$ cat config.mk
export PLATFORM = sky130hd
export DESIGN_NAME = i2c_wave_gen
export DESIGN_NICKNAME = d
export VERILOG_FILES = /design/src/rtl/i2c_wave_pkg.sv /design/src/rtl/i2c_quarter_tick.sv /design/src/rtl/i2c_wave_gen.sv
export SDC_FILE = /design/constraint.sdc
export NUM_CORES = 1
export LEC_CHECK = 0
export ABC_AREA = 1
export BUFFER_PORTS_ARGS = -buffer_cell sky130_fd_sc_hd__buf_2
export CAP_MARGIN = 10
export CELL_PAD_IN_SITES_DETAIL_PLACEMENT = 0
export CELL_PAD_IN_SITES_GLOBAL_PLACEMENT = 2
export CORE_UTILIZATION = 28
export DETAILED_ROUTE_END_ITERATION = 10
export GPL_ROUTABILITY_DRIVEN = 0
export GPL_TIMING_DRIVEN = 0
export PLACE_DENSITY_LB_ADDON = 0.1
export SETUP_SLACK_MARGIN = 0.4
export SLEW_MARGIN = 5
export SYNTH_ARGS = -nofsm -noshare
export SYNTH_HDL_FRONTEND = slang
export SYNTH_SLANG_ARGS = --single-unit
$ cat constraint.sdc
create_clock -name clk -period 1.3 [get_ports clk]
set_input_delay 0.13 -clock clk [delete_from_list [all_inputs] [get_ports clk]]
set_output_delay 0.13 -clock clk [all_outputs]
set_load 0.01 [all_outputs]
$ cat src/rtl/i2c_wave_pkg.sv
// i2c_wave_pkg
// Shared definitions for the I2C byte waveform generator:
//   state_t       - sequencer states
//   Q0..Q3        - quarter-phase indices within one SCL period
//   QDIV_DEFAULT  - default clk cycles per quarter SCL period
package i2c_wave_pkg;

    typedef enum logic [2:0] {
        ST_IDLE  = 3'd0,
        ST_START = 3'd1,
        ST_BIT   = 3'd2,
        ST_ACK   = 3'd3,
        ST_STOP  = 3'd4
    } state_t;

    localparam logic [1:0] Q0 = 2'd0;
    localparam logic [1:0] Q1 = 2'd1;
    localparam logic [1:0] Q2 = 2'd2;
    localparam logic [1:0] Q3 = 2'd3;

    // 100 kHz SCL from a 100 MHz clk
    localparam int QDIV_DEFAULT = 250;

endpackage

$ cat src/rtl/i2c_quarter_tick.sv
// i2c_quarter_tick
// Quarter-period divider: counts 0..QDIV-1 and pulses tick on the last count.
// Ports:
//   clk      in   clock, rising edge
//   rst      in   synchronous active-high reset
//   restart  in   force counter to 0 (no tick while asserted)
//   freeze   in   hold counter value (no tick while asserted)
//   tick     out  one-cycle pulse ending each quarter
module i2c_quarter_tick
    import i2c_wave_pkg::*;
#(
    parameter int QDIV = QDIV_DEFAULT
) (
    input  logic clk,
    input  logic rst,
    input  logic restart,
    input  logic freeze,
    output logic tick
);

    localparam int CW = $clog2(QDIV);
    localparam logic [CW-1:0] LAST = CW'(QDIV - 1);

    logic [CW-1:0] cnt;

    always_ff @(posedge clk) begin
        if (rst || restart) begin
            cnt <= '0;
        end else if (!freeze) begin
            cnt <= (cnt == LAST) ? '0 : cnt + CW'(1);
        end
    end

    assign tick = (cnt == LAST) & ~freeze & ~restart;

endmodule

$ cat src/rtl/i2c_wave_gen.sv
// i2c_wave_gen
// Generates the SCL/SDA open-drain waveform for one I2C byte per command:
// optional START / repeated START, 8 data bits MSB first, ACK slot, optional STOP.
// Ports:
//   clk        in   clock, rising edge
//   rst        in   synchronous active-high reset
//   cmd_valid  in   command offered
//   cmd_ready  out  idle and accepting
//   cmd_data   in   byte to transmit
//   cmd_start  in   precede byte with START
//   cmd_stop   in   follow ACK with STOP
//   sda_in     in   filtered SDA level (sampled in ACK slot)
//   scl_in     in   filtered SCL level (clock stretching only)
//   scl_oe     out  1 pulls SCL low
//   sda_oe     out  1 pulls SDA low
//   done       out  one-cycle completion pulse
//   ack_err    out  sampled ACK bit, 1 = NACK
// Build option: define I2C_WAVE_GEN_CLK_STRETCH_EN to freeze timing while a
// released SCL is still seen low.
module i2c_wave_gen
    import i2c_wave_pkg::*;
#(
    parameter int QDIV = QDIV_DEFAULT
) (
    input  logic       clk,
    input  logic       rst,
    input  logic       cmd_valid,
    output logic       cmd_ready,
    input  logic [7:0] cmd_data,
    input  logic       cmd_start,
    input  logic       cmd_stop,
    input  logic       sda_in,
    input  logic       scl_in,
    output logic       scl_oe,
    output logic       sda_oe,
    output logic       done,
    output logic       ack_err
);

    state_t     state, state_next;
    logic [1:0] quarter;
    logic [2:0] bit_cnt;
    logic [7:0] shift;
    logic       stop_req;
    logic       hold_low;   // SCL parked low after a byte without STOP
    logic       tick;
    logic       freeze;
    logic       accept;
    logic       last_tick;

    assign cmd_ready = (state == ST_IDLE);
    assign accept    = cmd_valid & cmd_ready;
    assign last_tick = tick & (quarter == Q3);

`ifdef I2C_WAVE_GEN_CLK_STRETCH_EN
    // Released SCL held low by a slave: wait before ending the quarter.
    assign freeze = (state != ST_IDLE) & ~scl_oe & ~scl_in;
`else
    logic unused_scl_in;
    assign unused_scl_in = scl_in;
    assign freeze = 1'b0;
`endif

    i2c_quarter_tick #(
        .QDIV(QDIV)
    ) u_tick (
        .clk    (clk),
        .rst    (rst),
        .restart(cmd_ready),
        .freeze (freeze),
        .tick   (tick)
    );

    always_ff @(posedge clk) begin
        if (rst) begin
            state <= ST_IDLE;
        end else begin
            state <= state_next;
        end
    end

    always_comb begin
        state_next = state;
        scl_oe     = 1'b0;
        sda_oe     = 1'b0;
        case (state)
            ST_IDLE: begin
                scl_oe = hold_low;
                if (accept) begin
                    state_next = cmd_start ? ST_START : ST_BIT;
                end
            end
            ST_START: begin
                case (quarter)
                    Q0:      begin scl_oe = hold_low; sda_oe = 1'b0; end
                    Q1:      begin scl_oe = 1'b0;     sda_oe = 1'b0; end
                    Q2:      begin scl_oe = 1'b0;     sda_oe = 1'b1; end
                    default: begin scl_oe = 1'b1;     sda_oe = 1'b1; end
                endcase
                if (last_tick) begin
                    state_next = ST_BIT;
                end
            end
            ST_BIT: begin
                scl_oe = (quarter == Q0) || (quarter == Q3);
                sda_oe = ~shift[7];
                if (last_tick && (bit_cnt == 3'd7)) begin
                    state_next = ST_ACK;
                end
            end
            ST_ACK: begin
                scl_oe = (quarter == Q0) || (quarter == Q3);
                sda_oe = 1'b0;
                if (last_tick) begin
                    state_next = stop_req ? ST_STOP : ST_IDLE;
                end
            end
            ST_STOP: begin
                case (quarter)
                    Q0:      begin scl_oe = 1'b1; sda_oe = 1'b1; end
                    Q1:      begin scl_oe = 1'b0; sda_oe = 1'b1; end
                    default: begin scl_oe = 1'b0; sda_oe = (quarter == Q2) ? 1'b0 : 1'b0; end
                endcase
                if (last_tick) begin
                    state_next = ST_IDLE;
                end
            end
            default: begin
                state_next = ST_IDLE;
            end
        endcase
    end

    always_ff @(posedge clk) begin
        if (rst) begin
            quarter  <= Q0;
            bit_cnt  <= 3'd0;
            shift    <= 8'h00;
            stop_req <= 1'b0;
            hold_low <= 1'b0;
            done     <= 1'b0;
            ack_err  <= 1'b0;
        end else begin
            done <= 1'b0;
            if (accept) begin
                quarter  <= Q0;
                bit_cnt  <= 3'd0;
                shift    <= cmd_data;
                stop_req <= cmd_stop;
                ack_err  <= 1'b0;
            end else if (tick) begin
                quarter <= quarter + 2'd1;
                if ((state == ST_ACK) && (quarter == Q2)) begin
                    ack_err <= sda_in;
                end
                if (quarter == Q3) begin
                    if (state == ST_BIT) begin
                        shift   <= {shift[6:0], 1'b0};
                        bit_cnt <= bit_cnt + 3'd1;
                    end
                    if (state_next == ST_IDLE) begin
                        done     <= 1'b1;
                        // finishing from ACK means no STOP: keep the bus owned
                        hold_low <= (state == ST_ACK);
                    end
                end
            end
        end
    end

endmodule

==> metrics.txt <==
initial antenna violation count 0; worst path bufs/invs 2; GRT Util Overall about 15%; first-pass GRT wire length 6.02 mm; IO Port Bufs 18; post-route setup TNS -2.02 ns; WHS Endpoint shift[0]; nets@finish ~280; DP HPWL 2.54 mm; Cells on Worst Hold Path 3; CP Launch Type register; PnR worst setup slack -0.216 ns; CP required roughly 1.2 ns; clk slew on worst S/H paths approximately 0.1 ns; P&R area growth vs syn 54.1%; cell area after synthesis between 1000 and 1500 µm²; hold path startpoint cmd_data[0]; Arr. time, crit path about 1.4 ns; Netlist cell types 27; wire length per cell about 11 µm; Root Driver clkbuf_8; Least-Margin Pin Slew around 0.53 ns; family with the most delay on the worst path flip-flops; r2r endpoint bit_cnt[0]; Initial Utilization about 30%; # hold bufs at CTS 0; vias in the first global route 1369; crit share post-route 117%; Final setup viols 18; sequential area share after synthesis about 39%; Post-Place Cells a little under 300; Pins Over Slew Limit 0; reg-to-reg startpoint quarter[0]; count of final hold-check violations 0; Worst setup EP type output port; clk buf depth 2; Setup Crit Path Kind reg2out; Slew Limit Headroom 64.4%; share of the synthesized area in the top cell type just under 40%; leakage 0.953 nW; critical path cell sequence inv_2 > ha_4 > o21ai_2 > nand2_1 > o2111ai_2 > buf_2; Core ar. just under 5000 µm²; die area around 5400 µm²; Non-Filler Cell Area, Final between 2000 and 2500 µm²; clk_skew between 0.005 and 0.006 ns; remaining antenna violation count after routing 0; status finished, violations left; R2R Setup Slk -0.16 ns; DP Area ~1700 µm²; Pwr Total roughly 1.8 mW; critical path peak fanout 4; fmax about 0.66 GHz; post-synth net total approximately 230; Seq cells post-synth 28; GR Overflow Total 0; # diodes 0; initial DRC count 16; largest net degree at the start of global routing 16; failing checks setup timing; total of max-cap violations 0; final cell count without fillers approximately 320; Top Layer Used met4; path depth of the worst reg2reg path 6; average size of a mapped cell between 7 and 8 µm²; WL final roughly 3.6 mm; die span in y between 70 and 80 µm; TritonCTS clock tree yes; Synth area leader dfxtp_1; Cell Rows 25; Worst-Skew Late Latency ~0.28 ns; TritonCTS Sinks 28; worst hold path type in2reg; WL met3 between 90 and 100 µm; H-tree depth 1; # IOs 20; DRC 0; Initial DRT Pass Iterations 3; Finished Core Util between 40% and 50%; Critical-path top delay cell dfxtp_4; peak supply drop 0.718 mV; Slowest Stage Delay on Critical Path 0.40 ns; routed length on met2 ~1.8 mm; die span in x ~74 µm; power per cell area between 800 and 900 nW/µm²; Final min period 1.52 ns; post-DR vias/cell ~4.4; met1 WL 1.70 mm; via count around 1400; total number of yosys warnings 0; Num CTS Buffers 3; largest cells by area after synthesis dfxtp_1 39%, nand2_1 16%, inv_1 7.8%; unrepaired setup endpoints after global routing yes; Post-Synthesis Cells 206; layout cells sized above 1 between 40% and 50%
## metal layers
layer	vias to the layer above	GRT usage, %
li1	744	-
met1	642	18.6
met2	13	25.3
met3	2	3.57
met4	0	2.78
met5	-	0
## cell usage in the layout (no fill, tap or decap), types with 2 or more instances in the layout
| cell type | n |
|---|---|
| inv_4 | 3 |
| clkbuf_8 | 4 |
| nand3_2 | 2 |
| inv_2 | 11 |
| buf_2 | 18 |
| ha_1 | 4 |
| nand2_2 | 8 |
| a21oi_2 | 5 |
| dfxtp_4 | 5 |
| inv_1 | 18 |
| nand3_1 | 4 |
| buf_6 | 8 |
| ha_4 | 4 |
| nor2_2 | 6 |
| dfxtp_1 | 18 |
| nor2_1 | 10 |
| nor3_4 | 2 |
| nor3_2 | 2 |
| o21ai_1 | 6 |
| nand2_4 | 5 |
| buf_12 | 2 |
| a31oi_1 | 2 |
| o21ai_2 | 2 |
| dfxtp_2 | 5 |
| nand2_1 | 49 |
| a21oi_1 | 9 |
| buf_4 | 13 |
| nor2_4 | 10 |
| nor3b_2 | 2 |
## synth_stat cells
master	count
nor3_1	3
inv_1	30
ha_1	8
nand3_1	7
nor2_4	2
xnor2_1	1
inv_2	4
dfxtp_1	28
a22oi_1	2
a31oi_1	2
xor2_1	1
o21ai_1	1
nand4_4	1
nor3b_1	2
o2111ai_1	1
nand2_1	62
o211ai_1	1
nand4_1	1
o21ai_0	7
nor2_1	21
nor2_8	1
a21oi_1	14
clkbuf_1	1
nor3_2	1
buf_2	1
or2_0	1
nor2_2	2
## sequential cells by signal, indices dropped and copies added (netlist names)
name / count
quarter: 2
u_tick.cnt: 8
hold_low: 1
state: 3
bit_cnt: 3
stop_req: 1
done: 1
ack_err: 1
shift: 8
## logic make-up after synthesis
logic type	count (synthesis)	share of synthesized area, %
compound gates	28	10.7
simple gates	104	32.9
fa+ha+maj	8	6.93
buf+inv	36	9.44
xor+xnor	2	1.21
flops	28	38.8
## worst min-delay path: stages
cell and delay, ns:
buf_2 0.09, nand2_1 0.06, a21oi_1 0.06
## worst max path at each step
| stage | start | to | slack (ns) | cells after the start |
|---|---|---|---|---|
| global placement | u_tick.cnt[5] | bit_cnt[0] | -0.21 | 7 |
| finish | quarter[0] | scl_oe | -0.22 | 6 |
| floorplan | u_tick.cnt[0] | bit_cnt[0] | -0.08 | 8 |
| global route | quarter[0] | scl_oe | -0.28 | 6 |
| detailed placement | u_tick.cnt[5] | bit_cnt[0] | -0.23 | 7 |
| CTS | quarter[0] | scl_oe | -0.20 | 6 |
## repair_timing
item,4_1_cts,5_1_grt
endpoints found under the hold margin,0,0
endpoints found under the setup margin,31,32
gates cloned,1,0
pin swaps,14,10
gates resized for setup,53,39
buffers inserted,13,9
## report_power, final
group | internal [mW] | total [mW] | switching, mW
registers | 0.882 | 0.908 | 0.0268
logic | 0.163 | 0.366 | 0.203
clock network | 0.271 | 0.556 | 0.284
total | 1.32 | 1.83 | 0.514
## through the flow
step | setup slack (ns) | hold WS, ns
2_1_floorplan | -0.0802 | 0.279
3_3_place_gp | -0.212 | 0.386
3_5_place_dp | -0.232 | 0.410
4_1_cts | -0.203 | 0.0914
5_1_grt | -0.277 | 0.107
6_report | -0.216 | 0.101
## final cells by class
| class | instances | area (µm²) |
|---|---|---|
| Buffer | 2 | 15.0 |
| Clock buffer | 4 | 55.1 |
| Fill cell | 492 | 2620 |
| Inverter | 34 | 153 |
| Multi-Input combinational cell | 143 | 1030 |
| Sequential cell | 28 | 586 |
| Tap cell | 67 | 83.8 |
| Timing Repair Buffer | 40 | 307 |
No activity file was read; power rests on OpenSTA's default activity.
